**config.mk**
```make
export PLATFORM = sky130hd
export DESIGN_NAME = rx_word_align_ctrl
export DESIGN_NICKNAME = d
export VERILOG_FILES = /design/src/rtl/rx_align_pkg.sv /design/src/rtl/rx_align_lane.sv /design/src/rtl/rx_word_align_ctrl.sv
export SDC_FILE = /design/constraint.sdc
export NUM_CORES = 1
export LEC_CHECK = 0
export ABC_AREA = 1
export BUFFER_PORTS_ARGS = -buffer_cell sky130_fd_sc_hd__buf_2
export CORE_ASPECT_RATIO = 1.1
export CORE_MARGIN = 8
export CORE_UTILIZATION = 35
export CTS_CLUSTER_SIZE = 24
export DETAILED_ROUTE_END_ITERATION = 8
export SLEW_MARGIN = 10
export SYNTH_ARGS = -nofsm -noshare
export SYNTH_HDL_FRONTEND = slang
export SYNTH_SLANG_ARGS = --single-unit
export TNS_END_PERCENT = 5
```
**constraint.sdc**
```tcl
create_clock -name gclk -period 3.3 [get_ports gclk]
set_input_delay 0.33 -clock gclk [delete_from_list [all_inputs] [get_ports gclk]]
set_output_delay 0.33 -clock gclk [all_outputs]
set_load 0.01 [all_outputs]
```
**src/rtl/rx_align_pkg.sv**
```systemverilog
// rtl/rx_align_pkg.sv - shared lane state encoding and counter sizing for word alignment
package rx_align_pkg;

    typedef enum logic [2:0] {
        ST_IDLE,
        ST_CHECK,
        ST_SLIP,
        ST_WAIT,
        ST_LOCKED,
        ST_ERROR
    } lane_state_t;

    // Bits needed to hold 0..max_val, never less than one.
    function automatic int cnt_width(input int max_val);
        return (max_val < 1) ? 1 : $clog2(max_val + 1);
    endfunction

endpackage

```
**src/rtl/rx_align_lane.sv**
```systemverilog
// rtl/rx_align_lane.sv - one lane's bitslip search FSM, counters and registered status
module rx_align_lane
    import rx_align_pkg::*;
#(
    parameter int             S          = 8,
    parameter logic [S-1:0]   TRAIN_PAT  = 8'h0F,
    parameter int             LOCK_COUNT = 64,
    parameter int             SLIP_WAIT  = 16
) (
    input  logic         gclk,
    input  logic         reset_n,
    input  logic [S-1:0] lane_data,
    input  logic         train_en,
    input  logic         train_rise,
    output logic         bitslip,
    output logic         lane_locked,
    output logic         align_err
);

    localparam int MW = cnt_width(LOCK_COUNT);
    localparam int SW = cnt_width(S);
    localparam int WW = cnt_width(SLIP_WAIT);

    localparam logic [MW-1:0] MATCH_LAST = MW'(LOCK_COUNT - 1);
    localparam logic [SW-1:0] SLIP_MAX   = SW'(S);
    // The SLIP cycle is the first settle cycle, so WAIT leaves as the count reaches SLIP_WAIT-1.
    localparam logic [WW-1:0] WAIT_LAST  = WW'((SLIP_WAIT >= 2) ? SLIP_WAIT - 2 : 0);

    lane_state_t   state_q, state_d;
    logic [MW-1:0] match_q, match_d;
    logic [SW-1:0] slip_q,  slip_d;
    logic [WW-1:0] wait_q,  wait_d;

    always_ff @(posedge gclk or negedge reset_n) begin
        if (!reset_n) begin
            state_q     <= ST_IDLE;
            match_q     <= '0;
            slip_q      <= '0;
            wait_q      <= '0;
            bitslip     <= 1'b0;
            lane_locked <= 1'b0;
            align_err   <= 1'b0;
        end else begin
            state_q     <= state_d;
            match_q     <= match_d;
            slip_q      <= slip_d;
            wait_q      <= wait_d;
            bitslip     <= (state_d == ST_SLIP);
            lane_locked <= (state_d == ST_LOCKED);
            align_err   <= (state_d == ST_ERROR);
        end
    end

    always_comb begin
        state_d = state_q;
        match_d = match_q;
        slip_d  = slip_q;
        wait_d  = wait_q;

        if (train_rise) begin
            state_d = ST_CHECK;
            match_d = '0;
            slip_d  = '0;
            wait_d  = '0;
        end else begin
            case (state_q)
                ST_CHECK, ST_SLIP, ST_WAIT: begin
                    if (!train_en) begin
                        state_d = ST_IDLE;
                        match_d = '0;
                        slip_d  = '0;
                        wait_d  = '0;
                    end else if (state_q == ST_CHECK) begin
                        if (lane_data == TRAIN_PAT) begin
                            match_d = match_q + 1'b1;
                            if (match_q == MATCH_LAST)
                                state_d = ST_LOCKED;
                        end else begin
                            match_d = '0;
                            state_d = (slip_q == SLIP_MAX) ? ST_ERROR : ST_SLIP;
                        end
                    end else if (state_q == ST_SLIP) begin
                        slip_d  = slip_q + 1'b1;
                        wait_d  = '0;
                        state_d = ST_WAIT;
                    end else begin
                        wait_d = wait_q + 1'b1;
                        if (wait_q == WAIT_LAST)
                            state_d = ST_CHECK;
                    end
                end
                ST_ERROR: begin
                    if (!train_en) begin
                        state_d = ST_IDLE;
                        match_d = '0;
                        slip_d  = '0;
                        wait_d  = '0;
                    end
                end
                default: ;
            endcase
        end
    end

endmodule

```
**src/rtl/rx_word_align_ctrl.sv**
```systemverilog
// rtl/rx_word_align_ctrl.sv - per-lane word alignment controller with data forwarding and aggregate lock
module rx_word_align_ctrl
    import rx_align_pkg::*;
#(
    parameter int             S          = 8,
    parameter int             D          = 4,
    parameter logic [S-1:0]   TRAIN_PAT  = 8'h0F,
    parameter int             LOCK_COUNT = 64,
    parameter int             SLIP_WAIT  = 16
) (
    input  logic           gclk,
    input  logic           reset_n,
    input  logic [D*S-1:0] rxd,
    input  logic           train_en,
    output logic [D-1:0]   bitslip,
    output logic [D*S-1:0] dataout,
    output logic [D-1:0]   lane_locked,
    output logic           all_locked,
    output logic [D-1:0]   align_err
);

    logic train_q;
    logic train_rise;

    assign train_rise = train_en & ~train_q;

    always_ff @(posedge gclk or negedge reset_n) begin
        if (!reset_n) begin
            train_q    <= 1'b0;
            dataout    <= '0;
            all_locked <= 1'b0;
        end else begin
            train_q    <= train_en;
            dataout    <= rxd;
            all_locked <= &lane_locked;
        end
    end

    for (genvar i = 0; i < D; i++) begin : g_lane
        rx_align_lane #(
            .S          (S),
            .TRAIN_PAT  (TRAIN_PAT),
            .LOCK_COUNT (LOCK_COUNT),
            .SLIP_WAIT  (SLIP_WAIT)
        ) u_lane (
            .gclk        (gclk),
            .reset_n     (reset_n),
            .lane_data   (rxd[i*S +: S]),
            .train_en    (train_en),
            .train_rise  (train_rise),
            .bitslip     (bitslip[i]),
            .lane_locked (lane_locked[i]),
            .align_err   (align_err[i])
        );
    end

endmodule
```
# After elaboration in Yosys (flattened, before gate mapping)
# Cells that the tools add are included.
# W data, S select, Z words.
dict set report totals {
  ff_bits 122
  out_inout_bits 45
  elab_cells 229
}
dict set report op_classes {
  add_sub_neg 12
  eq_ne 60
  n_mux 103
  bitwise 2
  n_reduce_logical 21
}
# operator count
set op_table {}
lappend op_table {{$mux W7} 17}
lappend op_table {{$mux W3} 36}
lappend op_table {{$mux W5} 17}
lappend op_table {{$mux W4} 17}
lappend op_table {{$pmux W7 S2} 4}
lappend op_table {{$pmux W5 S2} 4}
lappend op_table {{$eq A3 B2 Y1 const B} 12}
lappend op_table {{$eq A3 B3 Y1 const B} 12}
lappend op_table {{$eq A8 B4 Y1 const B} 4}
lappend op_table {{$pmux W4 S2} 4}
lappend op_table {{$add A7 B1 Y7 const B} 4}
lappend op_table {{$eq A7 B6 Y1 const B} 4}
lappend op_table {{$ne A4 B3 Y1 const B} 6}
lappend op_table {{$pmux W3 S2} 4}
lappend op_table {{$reduce_and A3 Y1} 8}
lappend op_table {{$add A5 B1 Y5 const B} 4}
lappend op_table {{$eq A5 B4 Y1 const B} 4}
lappend op_table {{$reduce_and A4 Y1} 5}
lappend op_table {{$add A4 B1 Y4 const B} 4}
lappend op_table {{$eq A4 B4 Y1 const B} 4}
lappend op_table {{$ne A4 B2 Y1 const B} 4}
lappend op_table {{$eq A3 B1 Y1 const B} 4}
lappend op_table {{$reduce_bool A3 Y1} 4}
lappend op_table {{$reduce_or A3 Y1} 4}
lappend op_table {{5 further kinds} 8}

# Longest topological paths before layout
dict set report logic_depth {
  ltp_word 8
  mapped_depth 13
  mapped_depth_nobuf 12
}

# By module
# From an unflattened synthesis, not the netlist that was laid out.
dict set report hier_totals {
  hier_cells 771
  area_unflattened_um2 6327.3
}
# mod instances cells_per_inst area_per_inst_um2 seq_area_each_um2
set by_module_without_submodules {}
lappend by_module_without_submodules {{rx_align_lane at g_lane[0].u_lane ...} 3 183 1363.8 550.5}
lappend by_module_without_submodules {{rx_align_lane at g_lane[3].u_lane} 1 183 1366.3 550.5}
lappend by_module_without_submodules {rx_word_align_ctrl 1 39 869.6 850.8}

# Worst setup path before layout
# No wires, ideal clock.
dict set report synth_path {
  path_type {flip-flop to flip-flop}
  startpoint {register g_lane[2].u_lane.state_q[1]}
  endpoint {register g_lane[2].u_lane.slip_q[2]}
  t_arrival_ns 1.327
  required_ns 3.183
  path_slack_ns 1.856
  path_stages_with_launch 9
  n_path_buf 0
  cell_sequence {dfrtp_1 inv_1 nand2_1 o211ai_2 inv_4 nor2_4 nand2_2 nor2_1 nor2_1}
}
dict set report synth_between {
  elab_chain_cells 4
  elab_cells_between_ends 12
  cone_classes {eq/ne: 7; mux: 2; reduce/logical: 3}
}
# element line_no
set synth_lines {}
lappend synth_lines {{start, declared} rx_align_lane.sv:29} ;# lane_state_t state_q, state_d;
lappend synth_lines {{start signal, assigned} rx_align_lane.sv:44} ;# state_q <= state_d;
lappend synth_lines {{$eq A3 B2 Y1, or another cell as far along} rx_align_lane.sv:66} ;# case (state_q)
lappend synth_lines {{$reduce_or A3 Y1} rx_align_lane.sv:66}
lappend synth_lines {{$ne A4 B4 Y1 (no source line), or another cell as far along} -}
lappend synth_lines {{$reduce_and A4 Y1 (no source line) or $mux W4 (tied branches)} -}
lappend synth_lines {{end signal, assigned} rx_align_lane.sv:46} ;# slip_q <= slip_d;
lappend synth_lines {{end, declared} rx_align_lane.sv:31} ;# logic [SW-1:0] slip_q, slip_d;
# Parallel ways exist; a longest one is shown, timed or not.
# A chain may end at the register's enable or synchronous reset.

# Worst setup path after layout
dict set report layout_path {
  startpoint {register g_lane[1].u_lane.state_q[2]}
  endpoint {register g_lane[1].u_lane.slip_q[2]}
}
dict set report layout_between {
  elab_chain_cells 4
  elab_cells_between_ends 12
  cone_classes {eq/ne: 7; mux: 2; reduce/logical: 3}
}
# element line_no
set layout_lines {}
lappend layout_lines {{start, declared} rx_align_lane.sv:29}
lappend layout_lines {{start signal, assigned} rx_align_lane.sv:44}
lappend layout_lines {{$eq A3 B2 Y1, or another cell as far along} rx_align_lane.sv:66}
lappend layout_lines {{$reduce_or A3 Y1} rx_align_lane.sv:66}
lappend layout_lines {{$ne A4 B3 Y1 (no source line), or another cell as far along} -}
lappend layout_lines {{$reduce_and A4 Y1 (no source line) or $mux W4 (tied branches)} -}
lappend layout_lines {{end signal, assigned} rx_align_lane.sv:46}
lappend layout_lines {{end, declared} rx_align_lane.sv:31}
# Parallel ways exist; a longest one is shown, timed or not.

==> key figures <==
Run status
  • Status: completed

Clock network
  • CTS root buf: clkbuf_16
  • Setup Buffers After CTS: 0
  • Clk sink count: between 100 and 150
  • CTS-repair resized insts: 0
  • # hold bufs at CTS: 1
  • H-tree levels: 4
  • Worst-Skew Late Latency: 410 ps
  • Maximum clock insertion buffer count: 2
  • CTS tree: done
  • TritonCTS Buffers: 17
  • Reg clk slew, reported paths: around 50 ps

Place
  • Detailed Place HPWL: 9.599 mm
  • Port Buf Inserts: a little under 80
  • Pre-CTS WS: about 1100 ps
  • Routability cong.: 0.8350

Logic synthesis
  • Synth async-reset ratio: 100.0%
  • Post-synth top area cell: dfrtp_1
  • Post-synth top area share: 49.59%
  • Post-synthesis cell type count: 36
  • Synth area leaders: dfrtp_1 50%, nand2_1 12%, inv_1 6.2%
  • Mapped Area: between 0.006 and 0.007 sq mm
  • Register area share after synthesis: ~50%
  • Mapped Avg Cell Area: 8.026 sq um
  • Post-synth EDFFs: 0
  • Synthesis Warnings: 0
  • Cells after synthesis: between 700 and 800
  • Synth Register Bits: ~120
  • Synthesized Nets: between 800 and 900
  • Most used DFF post-synth: dfrtp_1

Finish
  • Layout cell share with drive strength beyond 1: 16.01%
  • Commonest non-fill, non-tap cell in the layout: nand2_1
  • N_diodes: 0
  • Net count, final: between 900 and 1000
  • Synth-to-Final Area Change: 19.94%
  • Commonest non-fill, non-tap cells in the layout: 198 x nand2_1, 122 x dfrtp_1, 101 x inv_1

Global routing
  • Grt ovf: 0
  • Vias in the first global route: a little under 5000
  • Largest net degree at the start of global routing: 58
  • Initial antenna violation count: 1
  • Global Route Usage Sum: 12.35%
  • Global-route wire length before repair: between 20 and 25 mm

Floorplan
  • Core box area: roughly 0.017 sq mm
  • # IOs: 80
  • DIE WIDTH: 142.5 microns
  • Die Y: roughly 160 microns
  • Initial Util: between 30% and 40%
  • Die ar.: ~0.022 sq mm
  • Std cell rows: just over 50

Critical path
  • Critical Path Stages: 9
  • Critical Path End Type: flop
  • Reg-to-reg setup timing slack: 1350 ps
  • Startpoint types: flop
  • Crit path buf inv count: 1
  • FF-to-FF End: g_lane[1].u_lane.slip_q[2]
  • CP required: roughly 3600 ps
  • Worst EP arrival: approximately 2300 ps
  • Reg2Reg Depth: 9
  • Critical path type: reg -> reg
  • Slowest stage cell, crit path: nor2_1
  • Cell Chain, Critical Path: inv_2 -> nand2_2 -> nand2_1 -> o21ai_0 -> nand2_1 -> o21ai_2 -> nor2_1 -> nand3_1 -> o21ai_0
  • CP peak stage delay: slightly above 500 ps
  • Worst-path fanout max: 11
  • CP top delay family: simple AND/OR/NAND/NOR gates
  • Crit Reg-Reg Startpoint: g_lane[1].u_lane.state_q[2]

Timing
  • RSZ-0062 raised after global routing: no
  • Max-slew headroom: roughly three fifths
  • Slew @ Worst Pin: ~620 ps
  • Slew Limit Fails: 0
  • Fin. Hold Viols: 0
  • Final Skew: roughly 6.6 ps
  • Min Tclk post-route: about 2000 ps
  • Setup TNS: 0 ps
  • Final Worst Setup Slack: 1347 ps
  • Maximum clock frequency: between 500 and 600 MHz
  • Endpoints failing setup: 0
  • Final period util: a little under 60%

Routing
  • Routed vias: between 4000 and 5000
  • DR DRC count: 0
  • Drt first-iter violations: 305
  • Vias per cell: 4.515
  • Total Wirelength: about 13 mm
  • Post-route ant nets: 0
  • WL/cell: between 10 and 15 microns
  • Pre-Repair DR Iteration Count: 4

Hold path
  • Hold EP: dataout[4]
  • WHS Path Cells: 1
  • Hold Crit Start: rxd[4]
  • Hold Path Class: in -> reg

Pwr
  • Leakage Power: ~3.8 nW
  • Pwr Density: 696.0 mW/mm^2
  • Peak supply drop: 0.4433 mV

Flow run
  • Max Cap Viol: 0
## worst max-delay path by stage
stage / from / end / slack (ps)
2_1_floorplan: g_lane[2].u_lane.state_q[1] / g_lane[2].u_lane.slip_q[2] / 1860
3_3_place_gp: train_en / g_lane[1].u_lane.slip_q[3] / 1180
3_5_place_dp: train_en / g_lane[1].u_lane.slip_q[2] / 1090
4_1_cts: g_lane[1].u_lane.state_q[2] / g_lane[1].u_lane.slip_q[2] / 1300
5_1_grt: g_lane[1].u_lane.state_q[1] / g_lane[1].u_lane.slip_q[3] / 1030
6_report: g_lane[1].u_lane.state_q[2] / g_lane[1].u_lane.slip_q[2] / 1350
## worst reg2reg max path: stages (launching register included)
cell	delay, ps
dfrtp_1	410
inv_2	120
nand2_2	90
nand2_1	120
o21ai_0	120
nand2_1	120
o21ai_2	140
nor2_1	510
nand3_1	130
o21ai_0	110
## area by class of cell
cell class | count | area (sq um)
clock buffer | 22 | 474.2
tap | 238 | 297.8
inverter | 108 | 407.9
fill | 1754 | 10100
clock inverter | 8 | 142.6
sequential | 122 | 3053
timing repair buffer | 83 | 442.9
multi-input combinational | 519 | 2565
## Yosys cell counts (2+ instances only)
cell type / n
nand2_1: 198
dfrtp_1: 122
inv_1: 101
nor2_1: 84
nand3_1: 62
o21ai_0: 45
a21oi_1: 35
ha_1: 20
buf_4: 16
nor3_1: 14
inv_2: 6
o22ai_1: 6
nor2_4: 5
xor2_1: 5
a21oi_2: 4
a31oi_1: 4
nand3b_1: 4
nand2_2: 3
nand4_1: 3
nor2_2: 3
nor3b_1: 3
o21ai_2: 3
and3_1: 2
buf_2: 2
mux2i_1: 2
o211ai_2: 2
o21ai_1: 2
o21bai_1: 2
xnor2_1: 2
## flip-flops by register name, summed over array words and instances, names as in the netlist
signal                     flops
train_q                        1
all_locked                     1
dataout                       32
g_lane.u_lane.bitslip          4
g_lane.u_lane.match_q         28
g_lane.u_lane.lane_locked      4
g_lane.u_lane.wait_q          20
g_lane.u_lane.slip_q          16
g_lane.u_lane.align_err        4
g_lane.u_lane.state_q         12
## where the power goes
group	switching (mW)	internal [mW]
Clock	0.642	1.31
Combinational	0.901	0.412
Sequential	0.163	1.71
## routing by layer
layer,track usage (%),vias up,part of all wire (%)
met5,0,-,0.10
met4,4.965,2,1.5
met3,4.045,16,6.5
met2,20.53,92,46
met1,14.41,2245,46
li1,-,2612,-
## metrics by stage
step	total power, mW	cell area (sq um)	std cells	utilization (%)	hold slack (ps)
5_1_grt	5.492	7383	1100	42.23	16.38
6_report	5.139	7383	1100	42.23	39.42
3_5_place_dp	3.221	6756	1069	38.64	333.8
3_3_place_gp	3.213	6756	1069	38.64	332.8
4_1_cts	5.211	7383	1100	42.23	14.43
2_1_floorplan	2.907	6156	767	-	34.41
## kinds of logic (layout without fill, tap and decap cells)
group	after synthesis	count (layout)	synth area share, %
buffers and inverters	126	221	8.740
AND/OR/NAND/NOR	383	383	26.46
flip-flops	122	122	49.59
XOR/XNOR	7	7	0.9960
multiplexers	2	2	0.3252
adder cells (fa/ha/maj)	20	20	4.065
AO/OA/AOI/OAI	107	107	9.817
(Power assumes the default switching activity.)
